$ cat src/rtl/dmem_arbiter_pkg.sv
// Shared definitions for the two-port data-memory arbiter: FSM encoding and default sizes.
package dmem_arbiter_pkg;

  localparam int unsigned DEF_ADDR_W = 16;
  localparam int unsigned DEF_DATA_W = 32;
  localparam int unsigned DEF_DEPTH  = 16;

  typedef enum logic [1:0] {
    ST_IDLE   = 2'd0,
    ST_ACCESS = 2'd1,
    ST_RESP   = 2'd2
  } arb_state_e;

endpackage

$ cat src/rtl/dmem_arbiter_if.sv
// One client port of the data-memory arbiter: request channel plus response channel.
interface dmem_arbiter_if #(
  parameter int unsigned ADDR_W = dmem_arbiter_pkg::DEF_ADDR_W,
  parameter int unsigned DATA_W = dmem_arbiter_pkg::DEF_DATA_W
) ();

  logic              req_valid;
  logic              req_ready;
  logic              we;
  logic [ADDR_W-1:0] addr;
  logic [DATA_W-1:0] wdata;
  logic              rsp_valid;
  logic              rsp_ready;
  logic [DATA_W-1:0] rsp_rdata;
  logic              rsp_err;

  modport master (
    output req_valid, we, addr, wdata, rsp_ready,
    input  req_ready, rsp_valid, rsp_rdata, rsp_err
  );

  modport slave (
    input  req_valid, we, addr, wdata, rsp_ready,
    output req_ready, rsp_valid, rsp_rdata, rsp_err
  );

endinterface

$ cat src/rtl/dmem_arb_grant.sv
// Two-way winner selection: a lone requester always wins; on a tie the port not granted last wins.
module dmem_arb_grant (
  input  logic [1:0] i_valid,
  input  logic       i_last_grant,
  output logic [1:0] o_grant
);

  always_comb begin
    o_grant = 2'b00;
    case (i_valid)
      2'b01:   o_grant = 2'b01;
      2'b10:   o_grant = 2'b10;
      2'b11:   o_grant = i_last_grant ? 2'b01 : 2'b10;
      default: o_grant = 2'b00;
    endcase
  end

endmodule

$ cat src/rtl/dmem_arbiter.sv
// Two-port arbiter in front of a 1-cycle synchronous-read data memory, one transaction in flight.
// Build option: DMEM_ARB_ROUND_ROBIN_EN enables tie fairness; otherwise port 0 always wins ties.
module dmem_arbiter
  import dmem_arbiter_pkg::*;
#(
  parameter int unsigned ADDR_W = DEF_ADDR_W,
  parameter int unsigned DEPTH  = DEF_DEPTH,
  parameter int unsigned DATA_W = DEF_DATA_W
) (
  input  logic              clk,
  input  logic              rst,
  dmem_arbiter_if.slave     p0,
  dmem_arbiter_if.slave     p1,
  output logic              mem_wEn,
  output logic [ADDR_W-1:0] mem_address,
  output logic [DATA_W-1:0] mem_write_data,
  input  logic [DATA_W-1:0] mem_read_data,
  output logic              busy
);

  localparam logic [ADDR_W:0] DEPTH_X = (ADDR_W+1)'(DEPTH);

  arb_state_e        r_state;
  arb_state_e        w_next_state;
  logic              r_port;
  logic              r_we;
  logic              r_err;
  logic [ADDR_W-1:0] r_addr;
  logic [DATA_W-1:0] r_wdata;

  logic [1:0]        w_valid;
  logic [1:0]        w_grant;
  logic              w_last_grant;
  logic              w_take;
  logic [ADDR_W-1:0] w_req_addr;
  logic              w_in_range;
  logic              w_rsp_ready;
  logic [DATA_W-1:0] w_rsp_data;

  assign w_valid     = {p1.req_valid, p0.req_valid};
  assign w_take      = (r_state == ST_IDLE) && (w_valid != 2'b00);
  assign w_req_addr  = w_grant[1] ? p1.addr : p0.addr;
  assign w_in_range  = ({1'b0, w_req_addr} < DEPTH_X);
  assign w_rsp_ready = r_port ? p1.rsp_ready : p0.rsp_ready;
  // Stores echo the written value; out-of-range accesses return zero.
  assign w_rsp_data  = r_err ? '0 : (r_we ? r_wdata : mem_read_data);

`ifdef DMEM_ARB_ROUND_ROBIN_EN
  logic r_last_grant;

  always_ff @(posedge clk) begin
    if (rst)         r_last_grant <= 1'b1;
    else if (w_take) r_last_grant <= w_grant[1];
  end

  assign w_last_grant = r_last_grant;
`else
  assign w_last_grant = 1'b1;
`endif

  dmem_arb_grant u_grant (
    .i_valid      (w_valid),
    .i_last_grant (w_last_grant),
    .o_grant      (w_grant)
  );

  always_ff @(posedge clk) begin
    if (rst) r_state <= ST_IDLE;
    else     r_state <= w_next_state;
  end

  // Request latch captured on the grant cycle.
  always_ff @(posedge clk) begin
    if (rst) begin
      r_port  <= 1'b0;
      r_we    <= 1'b0;
      r_err   <= 1'b0;
      r_addr  <= '0;
      r_wdata <= '0;
    end else if (w_take) begin
      r_port  <= w_grant[1];
      r_we    <= w_grant[1] ? p1.we : p0.we;
      r_addr  <= w_req_addr;
      r_wdata <= w_grant[1] ? p1.wdata : p0.wdata;
      r_err   <= !w_in_range;
    end
  end

  // Next state and outputs; everything is forced low while rst is asserted.
  always_comb begin
    w_next_state   = r_state;
    p0.req_ready   = 1'b0;
    p1.req_ready   = 1'b0;
    p0.rsp_valid   = 1'b0;
    p1.rsp_valid   = 1'b0;
    p0.rsp_rdata   = '0;
    p1.rsp_rdata   = '0;
    p0.rsp_err     = 1'b0;
    p1.rsp_err     = 1'b0;
    mem_wEn        = 1'b0;
    mem_address    = '0;
    mem_write_data = '0;
    busy           = 1'b0;

    case (r_state)
      ST_IDLE: begin
        if (w_valid != 2'b00) w_next_state = ST_ACCESS;
        p0.req_ready = w_grant[0] && !rst;
        p1.req_ready = w_grant[1] && !rst;
      end
      ST_ACCESS: begin
        w_next_state   = ST_RESP;
        busy           = !rst;
        mem_address    = rst ? '0 : r_addr;
        mem_write_data = rst ? '0 : r_wdata;
        mem_wEn        = r_we && !r_err && !rst;
      end
      ST_RESP: begin
        if (w_rsp_ready) w_next_state = ST_IDLE;
        busy           = !rst;
        mem_address    = rst ? '0 : r_addr;
        mem_write_data = rst ? '0 : r_wdata;
        if (!rst) begin
          if (r_port) begin
            p1.rsp_valid = 1'b1;
            p1.rsp_rdata = w_rsp_data;
            p1.rsp_err   = r_err;
          end else begin
            p0.rsp_valid = 1'b1;
            p0.rsp_rdata = w_rsp_data;
            p0.rsp_err   = r_err;
          end
        end
      end
      default: w_next_state = ST_IDLE;
    endcase
  end

endmodule

$ cat src/flat_wrapper.sv
// flat-port wrapper written by rule: the top's interface ports become plain ports
module dmem_arbiter_flat import dmem_arbiter_pkg::*;
#(
  parameter int unsigned ADDR_W = DEF_ADDR_W,
  parameter int unsigned DEPTH  = DEF_DEPTH,
  parameter int unsigned DATA_W = DEF_DATA_W
)
  (clk, rst, mem_wEn, mem_address, mem_write_data, mem_read_data, busy, p0_req_valid, p0_we, p0_addr, p0_wdata, p0_rsp_ready, p0_req_ready, p0_rsp_valid, p0_rsp_rdata, p0_rsp_err, p1_req_valid, p1_we, p1_addr, p1_wdata, p1_rsp_ready, p1_req_ready, p1_rsp_valid, p1_rsp_rdata, p1_rsp_err);
  dmem_arbiter_if #(.ADDR_W(ADDR_W), .DATA_W(DATA_W)) p0_i ();
  dmem_arbiter_if #(.ADDR_W(ADDR_W), .DATA_W(DATA_W)) p1_i ();
  input  logic clk;
  input  logic rst;
  output logic mem_wEn;
  output logic [ADDR_W-1:0] mem_address;
  output logic [DATA_W-1:0] mem_write_data;
  input  logic [DATA_W-1:0] mem_read_data;
  output logic busy;
  input wire logic [$bits(p0_i.req_valid)-1:0] p0_req_valid;
  input wire logic [$bits(p0_i.we)-1:0] p0_we;
  input wire logic [$bits(p0_i.addr)-1:0] p0_addr;
  input wire logic [$bits(p0_i.wdata)-1:0] p0_wdata;
  input wire logic [$bits(p0_i.rsp_ready)-1:0] p0_rsp_ready;
  output wire logic [$bits(p0_i.req_ready)-1:0] p0_req_ready;
  output wire logic [$bits(p0_i.rsp_valid)-1:0] p0_rsp_valid;
  output wire logic [$bits(p0_i.rsp_rdata)-1:0] p0_rsp_rdata;
  output wire logic [$bits(p0_i.rsp_err)-1:0] p0_rsp_err;
  input wire logic [$bits(p1_i.req_valid)-1:0] p1_req_valid;
  input wire logic [$bits(p1_i.we)-1:0] p1_we;
  input wire logic [$bits(p1_i.addr)-1:0] p1_addr;
  input wire logic [$bits(p1_i.wdata)-1:0] p1_wdata;
  input wire logic [$bits(p1_i.rsp_ready)-1:0] p1_rsp_ready;
  output wire logic [$bits(p1_i.req_ready)-1:0] p1_req_ready;
  output wire logic [$bits(p1_i.rsp_valid)-1:0] p1_rsp_valid;
  output wire logic [$bits(p1_i.rsp_rdata)-1:0] p1_rsp_rdata;
  output wire logic [$bits(p1_i.rsp_err)-1:0] p1_rsp_err;
  assign p0_i.req_valid = p0_req_valid;
  assign p0_i.we = p0_we;
  assign p0_i.addr = p0_addr;
  assign p0_i.wdata = p0_wdata;
  assign p0_i.rsp_ready = p0_rsp_ready;
  assign p0_req_ready = p0_i.req_ready;
  assign p0_rsp_valid = p0_i.rsp_valid;
  assign p0_rsp_rdata = p0_i.rsp_rdata;
  assign p0_rsp_err = p0_i.rsp_err;
  assign p1_i.req_valid = p1_req_valid;
  assign p1_i.we = p1_we;
  assign p1_i.addr = p1_addr;
  assign p1_i.wdata = p1_wdata;
  assign p1_i.rsp_ready = p1_rsp_ready;
  assign p1_req_ready = p1_i.req_ready;
  assign p1_rsp_valid = p1_i.rsp_valid;
  assign p1_rsp_rdata = p1_i.rsp_rdata;
  assign p1_rsp_err = p1_i.rsp_err;
  dmem_arbiter #(.ADDR_W(ADDR_W), .DEPTH(DEPTH), .DATA_W(DATA_W)) u_core (.clk(clk), .rst(rst), .p0(p0_i), .p1(p1_i), .mem_wEn(mem_wEn), .mem_address(mem_address), .mem_write_data(mem_write_data), .mem_read_data(mem_read_data), .busy(busy));
endmodule
$ cat config.mk
export PLATFORM = sky130hd
export DESIGN_NAME = dmem_arbiter_flat
export DESIGN_NICKNAME = d
export VERILOG_FILES = /design/src/rtl/dmem_arbiter_pkg.sv /design/src/rtl/dmem_arbiter_if.sv /design/src/rtl/dmem_arb_grant.sv /design/src/rtl/dmem_arbiter.sv /design/src/flat_wrapper.sv
export SDC_FILE = /design/constraint.sdc
export NUM_CORES = 1
export LEC_CHECK = 0
export BUFFER_PORTS_ARGS = -buffer_cell sky130_fd_sc_hd__buf_2
export CAP_MARGIN = 20
export CORE_ASPECT_RATIO = 0.7
export CORE_MARGIN = 2
export CORE_UTILIZATION = 40
export CTS_BUF_LIST = sky130_fd_sc_hd__clkbuf_2 sky130_fd_sc_hd__clkbuf_4 sky130_fd_sc_hd__clkbuf_8
export DETAILED_ROUTE_END_ITERATION = 12
export MAX_ROUTING_LAYER = met4
export PLACE_DENSITY = 0.8
export REMOVE_ABC_BUFFERS = 1
export SLEW_MARGIN = 25
export SYNTH_ARGS = -nofsm -noshare
export SYNTH_HDL_FRONTEND = slang
export SYNTH_SLANG_ARGS = --single-unit
export TNS_END_PERCENT = 20
$ cat constraint.sdc
create_clock -name clk -period 1.5 [get_ports clk]
set_input_delay 0.225 -clock clk [delete_from_list [all_inputs] [get_ports clk]]
set_output_delay 0.225 -clock clk [all_outputs]
set_load 0.1 [all_outputs]
==> results.yml <==
run_status:
  run_status: "finished with violations"
  violations_in_the_final_reports: "negative setup slack"
route:
  wl_um: 19500
  drc: 0
  postRouteAntennaNets: 0
  detail_route.wl_per_cell_um: 22.3
  vias_after_detailed_routing: 4853
  vias_per_instance: 5.55
  drt_iter0_markers: 281
  drt_first_pass_iters: 5
sta:
  period_utilization_pct: 137
  final_period_minus_worst_setup_slack_ns: 2.05
  report.final.setup_viol: 122
  post-route-worst-setup-slack_ns: -0.555
  fin_worst_skew_ns: 0.0132
  rsz0062_at_grt: "yes"
  max_clock_freq_mhz: 487
  hold_viol: 0
  relSlewSlack_pct: 67.6
  final-max-slew-violation-count: 0
  actual_slew_at_the_worst_max_slew_pin_ns: 0.486
  tns_ns: -55.20
clock_tree:
  tritoncts_clock_tree: "built"
  insertion_delay_ns: 0.31
  sink_count: 53
  cts-root-buf: "sky130_fd_sc_hd__clkbuf_8"
  h_tree_levels: 2
  total_of_hold_buffers_inserted_after_clock_tree_synthesis: 0
  tritoncts.num_buffers: 5
  worst_path_clk_slew_ns: 0.11
  cts-root-to-sink-buffers: 2
global_route:
  grt_util_all_layers_pct: 32.5
  grt_antenna_before_repair: 0
  grt_start_max_net_pins: 56
  grt_first_pass_wirelength_um: 26000
  via_count_of_the_first_global_routing_pass: 5199
  grt.overflow.total: 0
floorplanning:
  design.die.area_um2: 10500
  start_util_pct: 40.6
  die_height_um: 86.4
  placeableCoreArea_um2: 9570
  fp-row-count: 30
  io-pin-count: 256
  chipWidth_um: 122
worst_setup_path:
  crit_slowest_cell: "sky130_fd_sc_hd__dfxtp_4"
  worst_ep_arrival_time_ns: 1.83
  timing.critical_path.required_ns: 1.27
  crit_fanout: 5
  critical_path.n_buffers_inverters: 4
  path_cells: "inv_4, ha_4, nor2b_4, buf_12, clkbuf_16, and2_4, buf_12"
  crit_path_end_kind: "primary output"
  setup.worst_path.class: "flip-flop to primary output"
  path_common_cell: "sky130_fd_sc_hd__buf_12"
  timing.critical_path.max_delay_family: "buffers and inverters"
  r2r_setup_slk_ns: -0.01
  critPathMaxStageDelay_ns: 0.39
  rr_endpoint: "u_core.r_wdata[20]"
  ff2ff_path_depth: 6
  r2r-start: "u_core.r_state[1]"
  setup.worst_path.start_class: "flip-flop"
yosys:
  synth.yosys.seq_area_share_pct: 27.3
  synth_cell_type_count: 33
  postSynthCellCount: 434
  mappedNetlistArea_um2: 3880
  synthDominantCellAreaShare_pct: 27.3
  netlist.top_cell.by_area: "sky130_fd_sc_hd__dfxtp_1"
  synthFlopType: "sky130_fd_sc_hd__dfxtp_1"
  postSynthAreaPerCell_um2: 8.95
  ys_ff_latch: 53
  synth_enable_flop_cells: 0
  yosys_warnings: 0
  synth-async-reset-ratio_pct: 0
  synth_top_cells_by_area: "sky130_fd_sc_hd__dfxtp_1, sky130_fd_sc_hd__mux2i_1, sky130_fd_sc_hd__a211oi_2"
run:
  maxCapViolCount: 0
power_and_ir_drop:
  worst_ir_drop_on_vdd_mv: 0.481
  report.power.total_mw: 6.01
  cell_leakage_power_nw: 3.84
  power_density_nw_per_um2: 697
min_path:
  worst_hold_path.endpoint: "u_core.r_wdata[19]"
  worst_hold_path_type: "primary input to flip-flop"
  hold_path_startpoint: "p1_wdata[19]"
  worstHoldPathCells: 3
finish:
  area_added_between_synthesis_and_finish_pct: 122
  drive_gt1_share_pct: 72.9
  layout.cells.most_common: "sky130_fd_sc_hd__buf_2"
  final_nets: 885
  mostFrequentLayoutCells: "sky130_fd_sc_hd__buf_2, sky130_fd_sc_hd__buf_12, sky130_fd_sc_hd__buf_4"
placed_design:
  port_buffers: 255
  hpwlAfterDp_um: 12700
  gp_congestion: 0.837
worst register-to-register path, cell delays in order (launching register included):
cell and delay, ns:
sky130_fd_sc_hd__dfxtp_4 0.38, sky130_fd_sc_hd__inv_4 0.06, sky130_fd_sc_hd__ha_4 0.14, sky130_fd_sc_hd__nor2b_4 0.21
sky130_fd_sc_hd__buf_12 0.29, sky130_fd_sc_hd__nor2_1 0.09, sky130_fd_sc_hd__a211oi_2 0.26
layout make-up:
type / count / area [um^2]
inverters: 7 / 31.3
flip-flops and latches: 53 / 1070
fillers: 388 / 956
diodes: 1 / 2.50
well taps: 128 / 160
repair buffers: 350 / 4110
multi-input cells: 329 / 3150
clock buffers: 7 / 90.1
per-layer routing:
layer	global-route usage, %	wire length, um
met1	34.3	7000
met2	60.4	10200
met3	6.12	1490
met4	12.1	785
met5	-	0
worst max path at each step:
stage                                 start                end  cells past startpoint
after global routing      u_core.r_state[1]  mem_write_data[1]                      7
after global placement    u_core.r_state[0]   p1_rsp_rdata[26]                      7
after CTS                 u_core.r_state[0]   p1_rsp_rdata[28]                      8
after detailed placement  u_core.r_state[0]   p1_rsp_rdata[17]                      6
after floorplan                 u_core.r_we            mem_wEn                      1
final                     u_core.r_state[1]  mem_write_data[1]                      7
registers in the layout (all words and copies together) (netlist names):
register and cells:
u_core.r_we 1, u_core.r_wdata 32, u_core.r_err 1, u_core.r_addr 16, u_core.r_state 2, u_core.r_port 1
repair_timing:
item                       CTS  global route
cloned                       3             4
pin swaps                   13            40
buffers inserted             5             1
setup endpoints to repair  148           171
gates resized for setup    101            98
cell families (layout without fill, tap and decap cells):
group | Yosys count | count (layout) | share of synthesized area, %
other | 0 | 1 | 0
adder cells (fa/ha/maj) | 3 | 3 | 0.967
buffers and inverters | 52 | 364 | 8.80
AND/OR/NAND/NOR | 188 | 188 | 24.7
multiplexers | 83 | 83 | 21.4
AO/OA/AOI/OAI | 55 | 55 | 16.9
flip-flops | 53 | 53 | 27.3
through the flow:
step	instances	cell area [um^2]	setup WS [ns]	hold slack, ns	utilization [%]
4_1_cts	869	8080	-0.517	0.267	84.4
3_5_place_dp	854	7530	-0.321	0.519	78.6
6_report	875	8620	-0.555	0.278	90.0
2_1_floorplan	389	3570	-2.97	0.290	-
3_3_place_gp	854	7530	-0.218	0.511	78.6
5_1_grt	874	8610	-0.609	0.277	90.0
Yosys cell counts (all sizes together), types with 2 or more instances:
cell and n:
nor3 67, a211oi 49, nand3 2, inv 7, nand2 3, clkbuf 16
ha 3, nand2b 2, nor4 2, mux2i 83, nor2 59, dfxtp 53
and2 48, buf 29, nor2b 2
where the power goes:
group / leakage [nW] / switching (mW) / internal [mW] / total [mW]
combinational: 3.35 / 1.96 / 1.35 / 3.31
sequential: 0.443 / 0.212 / 1.61 / 1.82
clock: 0.0477 / 0.490 / 0.387 / 0.877
total: 3.84 / 2.66 / 3.35 / 6.01
No activity file was read; power rests on OpenSTA's default activity.
